[src/rtl/mem_ctrl.sv]
// rtl/mem_ctrl.sv - byte-serial memory controller arbitrating instruction fetch and load/store
// onto one byte-wide synchronous RAM port.
module mem_ctrl (
    input  logic        clk,
    input  logic        rst,
    input  logic        if_req,
    input  logic [31:0] if_addr,
    output logic [31:0] if_data,
    output logic        if_done,
    input  logic        mem_req,
    input  logic        mem_we,
    input  logic [1:0]  mem_width,
    input  logic [31:0] mem_addr,
    input  logic [31:0] mem_wdata,
    output logic [31:0] mem_rdata,
    output logic        mem_done,
    input  logic        jump_flag,
    output logic        busy_line,
    output logic [31:0] ram_a,
    output logic [7:0]  ram_dout,
    output logic        ram_wr,
    input  logic [7:0]  ram_din
);

    typedef enum logic [1:0] {IDLE, RD, WR, DONE} state_t;

    state_t      state_q, state_d;
    logic        is_mem_q, is_mem_d;
    logic [31:0] base_q, base_d;
    logic [2:0]  n_q, n_d;
    logic [31:0] wdata_q, wdata_d;
    logic [2:0]  cnt_q, cnt_d;
    logic [31:0] asm_q, asm_d;
    logic [31:0] if_data_q, if_data_d;
    logic [31:0] mem_rdata_q, mem_rdata_d;
    logic [31:0] byte_addr;

    // Wraps naturally at 2^32 because the sum is truncated to 32 bits.
    assign byte_addr = base_q + {29'd0, cnt_q};

    always_ff @(posedge clk) begin
        if (rst) begin
            state_q     <= IDLE;
            is_mem_q    <= 1'b0;
            base_q      <= 32'd0;
            n_q         <= 3'd0;
            wdata_q     <= 32'd0;
            cnt_q       <= 3'd0;
            asm_q       <= 32'd0;
            if_data_q   <= 32'd0;
            mem_rdata_q <= 32'd0;
        end else begin
            state_q     <= state_d;
            is_mem_q    <= is_mem_d;
            base_q      <= base_d;
            n_q         <= n_d;
            wdata_q     <= wdata_d;
            cnt_q       <= cnt_d;
            asm_q       <= asm_d;
            if_data_q   <= if_data_d;
            mem_rdata_q <= mem_rdata_d;
        end
    end

    always_comb begin
        state_d     = state_q;
        is_mem_d    = is_mem_q;
        base_d      = base_q;
        n_d         = n_q;
        wdata_d     = wdata_q;
        cnt_d       = cnt_q;
        asm_d       = asm_q;
        if_data_d   = if_data_q;
        mem_rdata_d = mem_rdata_q;
        ram_a       = 32'd0;
        ram_dout    = 8'd0;
        ram_wr      = 1'b0;

        case (state_q)
            IDLE: begin
                if (mem_req) begin
                    is_mem_d = 1'b1;
                    base_d   = mem_addr;
                    wdata_d  = mem_wdata;
                    cnt_d    = 3'd0;
                    asm_d    = 32'd0;
                    case (mem_width)
                        2'd0:    n_d = 3'd1;
                        2'd1:    n_d = 3'd2;
                        default: n_d = 3'd4;
                    endcase
                    state_d = mem_we ? WR : RD;
                end else if (if_req && !jump_flag) begin
                    is_mem_d = 1'b0;
                    base_d   = if_addr;
                    n_d      = 3'd4;
                    cnt_d    = 3'd0;
                    asm_d    = 32'd0;
                    state_d  = RD;
                end
            end
            RD: begin
                if (cnt_q < n_q) begin
                    ram_a = byte_addr;
                end
                if (!is_mem_q && jump_flag) begin
                    state_d = IDLE;
                    cnt_d   = 3'd0;
                end else begin
                    // RAM data lags the address by one cycle, so byte cnt-1 arrives now.
                    case (cnt_q)
                        3'd1:    asm_d[7:0]   = ram_din;
                        3'd2:    asm_d[15:8]  = ram_din;
                        3'd3:    asm_d[23:16] = ram_din;
                        3'd4:    asm_d[31:24] = ram_din;
                        default: ;
                    endcase
                    if (cnt_q == n_q) begin
                        state_d = DONE;
                        cnt_d   = 3'd0;
                        if (is_mem_q) begin
                            mem_rdata_d = asm_d;
                        end else begin
                            if_data_d = asm_d;
                        end
                    end else begin
                        cnt_d = cnt_q + 3'd1;
                    end
                end
            end
            WR: begin
                ram_a  = byte_addr;
                ram_wr = 1'b1;
                case (cnt_q)
                    3'd0:    ram_dout = wdata_q[7:0];
                    3'd1:    ram_dout = wdata_q[15:8];
                    3'd2:    ram_dout = wdata_q[23:16];
                    default: ram_dout = wdata_q[31:24];
                endcase
                if (cnt_q == n_q - 3'd1) begin
                    state_d = DONE;
                    cnt_d   = 3'd0;
                end else begin
                    cnt_d = cnt_q + 3'd1;
                end
            end
            DONE: begin
                state_d = IDLE;
                cnt_d   = 3'd0;
            end
            default: begin
                state_d = IDLE;
                cnt_d   = 3'd0;
            end
        endcase
    end

    // A flush landing on the fetch's DONE cycle swallows the completion pulse.
    assign if_done   = (state_q == DONE) && !is_mem_q && !jump_flag;
    assign mem_done  = (state_q == DONE) && is_mem_q;
    assign if_data   = if_data_q;
    assign mem_rdata = mem_rdata_q;
    assign busy_line = (if_req || mem_req) && !(if_done || mem_done);

endmodule
[config.mk]
export PLATFORM = sky130hd
export DESIGN_NAME = mem_ctrl
export DESIGN_NICKNAME = d
export VERILOG_FILES = /design/src/rtl/mem_ctrl.sv
export SDC_FILE = /design/constraint.sdc
export NUM_CORES = 1
export LEC_CHECK = 0
export ABC_AREA = 1
export CORE_AREA = 2 2 141 143
export CTS_CLUSTER_SIZE = 16
export DETAILED_ROUTE_END_ITERATION = 8
export DIE_AREA = 0 0 143 145
export GPL_TIMING_DRIVEN = 0
export PLACE_DENSITY = 0.85
export REMOVE_ABC_BUFFERS = 1
export SLEW_MARGIN = 40
export SYNTH_ARGS = -nofsm -noshare
export SYNTH_HDL_FRONTEND = slang
export SYNTH_SLANG_ARGS = --single-unit
[constraint.sdc]
create_clock -name clk -period 2.2 [get_ports clk]
set_input_delay 0.66 -clock clk [delete_from_list [all_inputs] [get_ports clk]]
set_output_delay 0.66 -clock clk [all_outputs]
set_load 0.02 [all_outputs]
==> summary.md <==
| Metric | Value |
|---|---|
| Distinct cells, synth | `38` |
| Clock buffer depth | `2` |
| Clock sinks | `169` |
| Core area | `0.0192 mm²` |
| FF+latch count, synth | `169` |
| Peak Freq | `around 320 MHz` |
| Clock tree from TritonCTS | `done` |
| Fraction of layout cells with a size suffix above 1 | `0.226` |
| Placer congestion estimate | `just under 0.9` |
| TritonCTS Buffers | `17` |
| Die ar. | `a little over 0.02 mm²` |
| CTS clock-pin slew for the worst setup and hold paths | `0.07 ns` |
| Pwr dens | `1070 mW/mm²` |
| Commonest non-fill, non-tap cell in the layout | `nand2_1` |
| Initial Util | `0.443` |
| Vias in the first global route | `9104` |
| Max-slew violations | `0` |
| Leading area contributor after synthesis | `dfxtp_1` |
| Worst setup EP type | `output port` |
| Final ANT Viol Nets | `0` |
| Skew final | `about 0.012 ns` |
| First-pass GRT wire length | `45.1 mm` |
| Average size of a mapped cell | `roughly 6.9 µm²` |
| Worst-margin pin slew | `0.669 ns` |
| Clock Latency Late Sink | `0.44 ns` |
| Rel. slew slack | `0.554` |
| Commonest cells after routing, fill and taps aside | `193 x nand2_1, 172 x clkdlybuf4s50_1, 155 x dfxtp_1` |
| Synth area leaders | `dfxtp_1 40%, nand2_1 9.8%, o21ai_0 8.2%` |
| Mapped Area | `0.00851 mm²` |
| Initial antenna violation count | `0` |
| Critical Path AT | `2.43 ns` |
| Hold Fails Final Rpt | `0` |
| Final period utilization | `1.40` |
| Worst path required time | `1.54 ns` |
| CP startpoint kind | `flop` |
| Crit path kind | `flop to output port` |
| Final setup fails | `40` |
| Synth Instances | `1232` |
| Layout net count | `1607` |
| Min Tclk post-route | `3.09 ns` |
| Critical path peak fanout | `5` |
| WHS | `roughly 0.44 ns` |
| Pleak | `5.13 nW` |
| Clock root buffer | `clkbuf_16` |
| Sequential fraction of the synthesis area | `0.398` |
| Synth-to-Final Area Change | `50.8%` |
| # diodes | `0` |
| Reg2reg setup slack | `about 0.11 ns` |
| Max Cap Violations | `0` |
| Drt via density | `approximately 5.5` |
| RSZ-0062 raised after global routing | `yes` |
| Die width | `approximately 140 µm` |
| Gr ovfl total | `0` |
| DRC | `0` |
| Largest net degree at the start of global routing | `71` |
| Number of placed I/O pins | `220` |
| FP Rows | `just over 50` |
| Final WL | `30.6 mm` |
| Worst min-delay path category | `flop to flop` |
| Final setup margin | `-0.891 ns` |
| H-Tree Level Count | `4` |
| Global Route Usage Sum | `0.271` |
| Via count | `9708` |
| Number of DRC markers in iteration 0 | `676` |
| First-pass detailed-route iteration total | `5` |
| Peak supply drop | `roughly 0.64 mV` |
| Core Util, Final | `0.668` |
| Ys Warns | `0` |
| # port buffers | `219` |
| WL/cell | `17.5 µm` |
| Detailed Place HPWL | `16.7 mm` |
| Failing checks | `setup timing` |
| Status | `finished, violations left` |
| Die H | `approximately 150 µm` |
| Top cell type's share of synthesized area | `0.398` |
-- worst paths after layout --
| kind | start | endpoint | cells after the start |
|---|---|---|---|
| min reg2reg | if_data[15]$_SDFFE_PP0P_ | if_data[15]$_SDFFE_PP0P_ | 2 |
| min | if_data[15]$_SDFFE_PP0P_ | if_data[15]$_SDFFE_PP0P_ | 2 |
| max | cnt_q[1]$_SDFFE_PP0P_ | ram_a[26] | 11 |
| max reg2reg | state_q[1]$_SDFFE_PP0P_ | asm_q[23]$_SDFFE_PP0P_ | 9 |
-- registers in the layout (all words and copies together) (netlist names) --
register	cells
cnt_q	3
state_q	2
if_data	32
is_mem_q	1
asm_q	32
wdata_q	32
base_q	32
n_q	3
mem_rdata	32
-- worst max-delay path: stages (launching register included) --
cell,delay [ns]
dfxtp_4,0.41
inv_2,0.09
fa_2,0.36
inv_2,0.10
nand2_4,0.08
nand2_4,0.09
nand3_4,0.09
nor2_4,0.23
buf_6,0.15
a31oi_2,0.07
nor2_1,0.14
buf_4,0.16
-- power breakdown --
group	switching, mW	leakage (nW)	internal (mW)	total [mW]
clock	1.32	0.293	1.83	3.15
sequential	0.561	1.39	3.80	4.36
combinational	3.82	3.45	2.34	6.16
total	5.71	5.13	7.97	13.7
-- metal layers --
metal,share of wire,track usage
met1,0.38,0.315
met4,0.047,0.125
met5,0,0
met2,0.49,0.464
met3,0.087,0.0670
-- logic make-up (layout without fill, tap and decap cells) --
logic type	after synthesis	in the layout	share of synthesized area
xor gates and xnor gates	2	2	0.00206
and+or+nand+nor	462	466	0.224
muxes	8	8	0.00941
DFF	169	169	0.398
adders and majority gates	18	18	0.0274
buffers and inverters	240	494	0.113
AOI/OAI and AO/OA	333	333	0.227
-- layout make-up --
class	instances	area, µm²
flip-flops and latches	169	3410
repair buffers	285	2830
inverters	174	699
clock inverters	13	168
well taps	265	332
fillers	1446	6380
clock buffers	19	443
multi-input cells	827	4910
repair inverters	3	33.8
-- cells in the mapped netlist --
library cell / instances
a211oi_1: 4
a211oi_2: 22
a21oi_1: 114
a21oi_2: 1
a31oi_1: 35
a41oi_1: 8
and3_1: 1
buf_1: 2
buf_2: 13
buf_4: 2
buf_6: 5
clkbuf_1: 43
clkbuf_2: 1
clkinv_1: 1
dfxtp_1: 169
fa_1: 1
ha_1: 17
inv_1: 163
inv_2: 10
mux2i_1: 8
nand2_1: 223
nand2_2: 7
nand3_1: 34
nand3_2: 3
nand4_1: 8
nor2_1: 162
nor2_2: 2
nor2_4: 3
nor3_1: 16
nor3_4: 1
nor3b_1: 1
o211ai_1: 1
o21a_1: 1
o21ai_0: 139
o21ai_1: 7
o21ai_2: 1
or2_2: 1
xor2_1: 2
-- through the flow --
step	total power [mW]	TNS (ns)	instances	area [µm²]	setup slack (ns)
final	13.7	-27.02	1755	12800	-0.891
after global routing	14.4	-30.42	1755	12800	-0.977
after CTS	12.9	-23.79	1738	12300	-0.802
after detailed placement	9.06	-84.37	1655	10900	-1.34
after global placement	8.79	-530.06	1650	10700	-3.38
after floorplan	7.26	-95.94	1166	8200	-0.908
-- what timing repair did --
action / CTS / global route
gates cloned: 5 / 2
hold buffers: 0 / 0
pin swaps: 38 / 45
endpoints found under the hold margin: 0 / 0
gates resized for setup: 352 / 117
endpoints found under the setup margin: 108 / 86
buffers inserted: 46 / 17
No activity file was read; power rests on OpenSTA's default activity.
